## src/rtl/mips_mc_ctrl.sv

```systemverilog
// Multi-cycle main control FSM for the MIPS datapath.
// Sequences each instruction through fetch, decode, execute, memory and writeback.
// It produces the {Select, Op} code for ControlALU, plus the register-file, PC, IR
// and memory-handshake strobes.
// Optional feature: define CTRL_PERF_EN to add the retired-instruction counter port.
module mips_mc_ctrl #(
    parameter int unsigned ILLEGAL_HALT = 0,
    parameter int unsigned CNT_W        = 32
) (
    input  logic             clk,
    input  logic             reset,
    output logic             imem_req,
    input  logic             imem_ack,
    input  logic [31:0]      Instr,
    output logic             IRWrite,
    output logic             PCWrite,
    output logic             BranchTaken,
    input  logic             Zero,
    output logic [5:0]       Select,
    output logic             Op,
    output logic             RegDst,
    output logic             RegWrite,
    output logic             MemToReg,
    output logic             dmem_req,
    output logic             dmem_we,
    output logic             dmem_byte,
    input  logic             dmem_ack,
    output logic             Illegal,
    output logic             Halted
`ifdef CTRL_PERF_EN
    ,
    output logic [CNT_W-1:0] retired
`endif
);

    typedef enum logic [2:0] {
        StFetch, StDecode, StExec, StMem, StWb, StHalt
    } state_e;

    typedef enum logic [2:0] {
        KindNop, KindRtype, KindIalu, KindBeq, KindBne, KindLoad, KindStore, KindIllegal
    } kind_e;

    state_e      state;
    kind_e       kind;
    logic        byte_op;

    kind_e       dec_kind;
    logic        dec_byte;
    logic [5:0]  dec_select;
    logic        dec_op;
    logic [5:0]  opcode;
    logic [5:0]  funct;
    logic        fetch_ack;
    logic        unused_instr;

    assign opcode       = Instr[31:26];
    assign funct        = Instr[5:0];
    assign unused_instr = ^Instr[25:6];

    // Classify the instruction word while it is presented with imem_ack, so the
    // class is already registered when DECODE begins.
    always_comb begin
        dec_kind = KindIllegal;
        dec_byte = 1'b0;
        case (opcode)
            6'h00: begin
                if (funct == 6'h00) begin
                    dec_kind = KindNop;
                end else if (funct == 6'h20 || funct == 6'h22 || funct == 6'h24 ||
                             funct == 6'h25 || funct == 6'h26 || funct == 6'h2A) begin
                    dec_kind = KindRtype;
                end
            end
            6'h08, 6'h0C, 6'h0D, 6'h0E, 6'h0A: dec_kind = KindIalu;
            6'h04: dec_kind = KindBeq;
            6'h05: dec_kind = KindBne;
            6'h23: dec_kind = KindLoad;
            6'h20: begin
                dec_kind = KindLoad;
                dec_byte = 1'b1;
            end
            6'h2B: dec_kind = KindStore;
            6'h28: begin
                dec_kind = KindStore;
                dec_byte = 1'b1;
            end
            default: dec_kind = KindIllegal;
        endcase
        if (dec_kind == KindRtype) begin
            dec_select = funct;
        end else if (dec_kind == KindNop) begin
            dec_select = 6'h00;
        end else begin
            dec_select = opcode;
        end
        dec_op = (dec_kind != KindRtype);
    end

    // Same-cycle strobes: IR/PC latch on the fetch ack, branch resolves in EXEC.
    always_comb begin
        fetch_ack   = (state == StFetch) && imem_req && imem_ack;
        IRWrite     = fetch_ack;
        PCWrite     = fetch_ack;
        BranchTaken = (state == StExec) &&
                      (((kind == KindBeq) && Zero) || ((kind == KindBne) && !Zero));
    end

    // Main sequencer with registered state-derived outputs.
    // Entering FETCH from another state raises imem_req together with the state, so
    // only the first FETCH after reset spends one idle cycle with the request low.
    always_ff @(posedge clk) begin
        if (reset) begin
            state     <= StFetch;
            kind      <= KindNop;
            byte_op   <= 1'b0;
            imem_req  <= 1'b0;
            Select    <= 6'h00;
            Op        <= 1'b1;
            RegDst    <= 1'b0;
            RegWrite  <= 1'b0;
            MemToReg  <= 1'b0;
            dmem_req  <= 1'b0;
            dmem_we   <= 1'b0;
            dmem_byte <= 1'b0;
            Illegal   <= 1'b0;
            Halted    <= 1'b0;
        end else begin
            Illegal  <= 1'b0;
            RegWrite <= 1'b0;
            RegDst   <= 1'b0;
            MemToReg <= 1'b0;
            unique case (state)
                StFetch: begin
                    if (!imem_req) begin
                        imem_req <= 1'b1;
                    end else if (imem_ack) begin
                        imem_req <= 1'b0;
                        kind     <= dec_kind;
                        byte_op  <= dec_byte;
                        Select   <= dec_select;
                        Op       <= dec_op;
                        Illegal  <= (dec_kind == KindIllegal);
                        state    <= StDecode;
                    end
                end
                StDecode: begin
                    if (kind == KindIllegal) begin
                        Select <= 6'h00;
                        Op     <= 1'b1;
                        if (ILLEGAL_HALT != 0) begin
                            state  <= StHalt;
                            Halted <= 1'b1;
                        end else begin
                            state    <= StFetch;
                            imem_req <= 1'b1;
                        end
                    end else begin
                        state <= StExec;
                    end
                end
                StExec: begin
                    case (kind)
                        KindRtype, KindIalu: begin
                            state    <= StWb;
                            RegWrite <= 1'b1;
                            RegDst   <= (kind == KindRtype);
                        end
                        KindLoad, KindStore: begin
                            state     <= StMem;
                            dmem_req  <= 1'b1;
                            dmem_we   <= (kind == KindStore);
                            dmem_byte <= byte_op;
                        end
                        default: begin
                            state    <= StFetch;
                            imem_req <= 1'b1;
                            Select   <= 6'h00;
                            Op       <= 1'b1;
                        end
                    endcase
                end
                StMem: begin
                    if (dmem_ack) begin
                        dmem_req  <= 1'b0;
                        dmem_we   <= 1'b0;
                        dmem_byte <= 1'b0;
                        if (kind == KindStore) begin
                            state    <= StFetch;
                            imem_req <= 1'b1;
                            Select   <= 6'h00;
                            Op       <= 1'b1;
                        end else begin
                            state    <= StWb;
                            RegWrite <= 1'b1;
                            MemToReg <= 1'b1;
                        end
                    end
                end
                StWb: begin
                    state    <= StFetch;
                    imem_req <= 1'b1;
                    Select   <= 6'h00;
                    Op       <= 1'b1;
                end
                StHalt: begin
                    state <= StHalt;
                end
                default: begin
                    state    <= StFetch;
                    imem_req <= 1'b1;
                end
            endcase
        end
    end

`ifdef CTRL_PERF_EN
    logic retire_now;

    // Retiring transitions back to FETCH; illegal encodings never retire.
    always_comb begin
        retire_now = ((state == StExec) &&
                      (kind == KindNop || kind == KindBeq || kind == KindBne)) ||
                     ((state == StMem) && dmem_ack && (kind == KindStore)) ||
                     (state == StWb);
    end

    // Retired-instruction counter, wraps naturally.
    always_ff @(posedge clk) begin
        if (reset) begin
            retired <= '0;
        end else if (retire_now) begin
            retired <= retired + 1'b1;
        end
    end
`endif

endmodule

```

## config.mk

```make
export PLATFORM = sky130hd
export DESIGN_NAME = mips_mc_ctrl
export DESIGN_NICKNAME = d
export VERILOG_FILES = /design/src/rtl/mips_mc_ctrl.sv
export SDC_FILE = /design/constraint.sdc
export NUM_CORES = 1
export LEC_CHECK = 0
export ABC_CLOCK_PERIOD_IN_PS = 1910
export CAP_MARGIN = 20
export CORE_AREA = 2 2 59 61
export CTS_CLUSTER_DIAMETER = 150
export CTS_CLUSTER_SIZE = 10
export DETAILED_ROUTE_END_ITERATION = 10
export DIE_AREA = 0 0 61 63
export HOLD_SLACK_MARGIN = 0.12
export PLACE_DENSITY = 0.77
export SLEW_MARGIN = 40
export SYNTH_ARGS = -nofsm -noshare
export SYNTH_HDL_FRONTEND = slang
export SYNTH_SLANG_ARGS = --single-unit
```

## constraint.sdc

```tcl
create_clock -name clk -period 1.91 [get_ports clk]
set_input_delay 0.382 -clock clk [delete_from_list [all_inputs] [get_ports clk]]
set_output_delay 0.382 -clock clk [all_outputs]
set_load 0.005 [all_outputs]
```

==> results.py <==
metrics = {
    "finish": {
        "top_register": "Select",
        "multi_input_area_sq_um": 812,
        "final_cell_mix": "buf_4, clkdlybuf4s50_1, nor2_1, dfxtp_1, a21oi_1",
        "regArea_sq_um": 445,
        "final_cells": 255,
        "utilization_pct": 60.9,
        "syn_to_final_growth_pct": 52.4,
        "antenna_cells": 0,
        "layout.cells.most_common": "buf_4",
        "n_fill_cell": 279,
        "drive_gt1_share_pct": 28.2,
        "largest_reg_flops": 6,
        "biggestRegsByFlops": "Select x6, kind x3, state x3",
        "fin_nets": 247,
    },
    "synth": {
        "netlist-cell-type-count": 55,
        "synth_edf_count": 0,
        "synth_top_area_share_pct": 34.1,
        "seq_area_frac_synth_pct": 34.1,
        "synth.largest_area_cell": "dfxtp_1",
        "ys_ff_latch": 22,
        "synthesis.nets": 185,
        "synth.cell_area_sq_um": 1290,
        "async_flop_share_pct": 0,
        "synth-main-ff-cell": "dfxtp_1",
        "yosys_warnings": 0,
        "synth_cells": 148,
        "ys_top_cells_by_area": "dfxtp_1, nor2_1, a21oi_1",
        "syn_avg_cell_area_sq_um": 8.73,
    },
    "power": {
        "power_density_nw_per_um2": 574,
        "p_comb_share_pct": 24.6,
        "power_mw": 1.13,
        "ir_worst_vdd_uv": 238,
        "p_leak_nw": 0.822,
        "pwr-share-clk_pct": 32.1,
        "internal-power_mw": 0.843,
        "p_seq_share_pct": 43.4,
        "p_switching_mw": 0.287,
        "swShare_pct": 25.4,
    },
    "die": {
        "rows": 21,
        "die_h_um": 63,
        "pin_count": 56,
        "start_util_pct": 40.0,
        "dieArea_sq_um": 3840,
        "die_w_um": 61,
        "core_sq_um": 3230,
    },
    "clock_network": {
        "insertion_delay_ns": 0.31,
        "clk_pin_slew_ns": 0.13,
        "cts_buffer_depth": 2,
        "h-tree-depth": 1,
        "cts.sinks": 22,
        "cts_root_buf": "clkbuf_4",
        "ctsHoldBuffers": 0,
        "cts_buffers": 3,
        "cts_tree": "yes",
    },
    "placement": {
        "post-place-ws_ns": -0.639,
        "place_inst": 248,
        "dp_hpwl_um": 2650,
        "port_buffers": 34,
        "place_congestion": 0.886,
    },
    "setup_path": {
        "cp_top_family": "compound AO/OA/AOI/OAI gates",
        "critPathMaxFanout": 12,
        "path_cells": "buf_6 > and3b_2 > a21oi_2 > a2111o_1 > nor2b_4 > a221o_1",
        "critPathLaunchType": "flip-flop",
        "cp_slowest_cell": "a2111o_1",
        "critPathArrivalTime_ns": 2.10,
        "cp.required_ns": 2.12,
        "crit_buf_inv": 1,
        "critPathKind": "flip-flop to flip-flop",
        "end_kind": "flip-flop",
        "critPathMaxStageDelay_ns": 0.44,
    },
    "sta": {
        "final-max-slew-violation-count": 0,
        "finalSetupTns_ns": 0,
        "hold_viol_final": 0,
        "slew_headroom_pct": 62.5,
        "setup_slack_ns": 0.0239,
        "min_period_over_period_pct": 98.7,
        "fin_skew_ns": 0.00359,
        "fmax_mhz": 530,
        "setup_viol": 0,
        "period_needed_ns": 1.89,
        "tightest_slew_ns": 0.558,
    },
    "global_route": {
        "gr-total-overflow": 0,
        "grt_pass1_vias": 1336,
        "grt_max_degree": 16,
        "antenna_found_initial": 0,
        "grt_pass1_wl_um": 5890,
        "grt_use_total_pct": 19.6,
    },
    "detailed_routing": {
        "drc": 0,
        "dr.pass1.iters": 4,
        "vias": 1353,
        "via_per_inst": 5.31,
        "post_drt_wl_per_cell_um": 13.5,
        "routed_wl_um": 3430,
        "ant_nets": 0,
        "drtIter0Drc": 49,
    },
    "flow_run": {
        "maxCapViolCount": 0,
    },
    "outcome": {
        "status": "finished clean",
    },
    "min_path": {
        "hp-class": "flip-flop to flip-flop",
    },
}
[power by group through the flow]
| stage | clock [mW] | sequential [mW] | combinational [mW] |
|---|---|---|---|
| CTS | 0.367 | 0.489 | 0.270 |
| global placement | 0 | 0.498 | 0.257 |
| floorplan | 0 | 0.500 | 0.120 |
| finish | 0.362 | 0.490 | 0.278 |
| global route | 0.383 | 0.493 | 0.302 |
| detailed placement | 0 | 0.498 | 0.265 |
[worst register-to-register path: stages (launching register included)]
cell and delay [ns]:
dfxtp_2 0.36, buf_6 0.14, and3b_2 0.27, a21oi_2 0.07, a2111o_1 0.44, nor2b_4 0.16, a221o_1 0.35
[through the flow]
| step | hold WS, ns | cell area [sq um] |
|---|---|---|
| final | 0.465 | 1970 |
| after global routing | 0.507 | 1970 |
| after CTS | 0.464 | 1950 |
| after detailed placement | 0.444 | 1870 |
| after global placement | 0.435 | 1870 |
| after floorplan | 0.442 | 1290 |
[layer usage]
layer	share of wire [%]	up-vias	global-route usage (%)
met2	52	48	34.0
met5	0	-	0
met3	4.4	8	3.73
li1	-	675	-
met4	2.8	0	5.98
met1	41	622	23.6
[cell families (layout without fill, tap and decap cells)]
logic type / after synthesis / in the layout / share of synthesized area [%]
AND/OR/NAND/NOR: 60 / 60 / 28.6
AO/OA/AOI/OAI: 45 / 45 / 28.2
XOR/XNOR: 1 / 1 / 0.678
other: 1 / 1 / 0.290
flip-flops: 22 / 22 / 34.1
multiplexers: 3 / 3 / 2.42
buffers and inverters: 15 / 76 / 5.03
adder cells (fa/ha/maj): 1 / 1 / 0.774
[path summary, 6_finish.rpt]
check | startpoint | end | slack, ns | depth (start not counted)
max | kind[0]$_SDFFE_PP0P_ | Select[1]$_SDFFE_PP0P_ | 0.02 | 6
min | Op$_SDFFE_PP1P_ | Op$_SDFFE_PP1P_ | 0.47 | 2
max reg2reg | kind[0]$_SDFFE_PP0P_ | Select[1]$_SDFFE_PP0P_ | 0.02 | 6
min reg2reg | Op$_SDFFE_PP1P_ | Op$_SDFFE_PP1P_ | 0.47 | 2
[synth_stat cells (all sizes together) (3+ instances only)]
| master | number |
|---|---|
| nand2 | 8 |
| inv | 5 |
| and3 | 3 |
| a2111oi | 3 |
| and2 | 7 |
| clkbuf | 5 |
| a211oi | 4 |
| nor2b | 5 |
| dfxtp | 22 |
| a221o | 5 |
| a21oi | 10 |
| buf | 5 |
| nor2 | 22 |
| o21ai | 4 |
[cell type report]
type / count / share of cell area (%)
Tap cell: 46 / 2.92
Timing Repair Buffer: 67 / 29.6
Sequential cell: 22 / 22.6
Clock inverter: 1 / 1.52
Clock buffer: 3 / 1.14
Multi-Input combinational cell: 111 / 41.2
Inverter: 5 / 0.953
[repair_timing]
action / CTS / global route
setup endpoints to repair: 11 / 7
buffers inserted: 1 / 2
pin swaps: 2 / 3
gates resized for setup: 10 / 8
No activity file was read; power rests on OpenSTA's default activity.
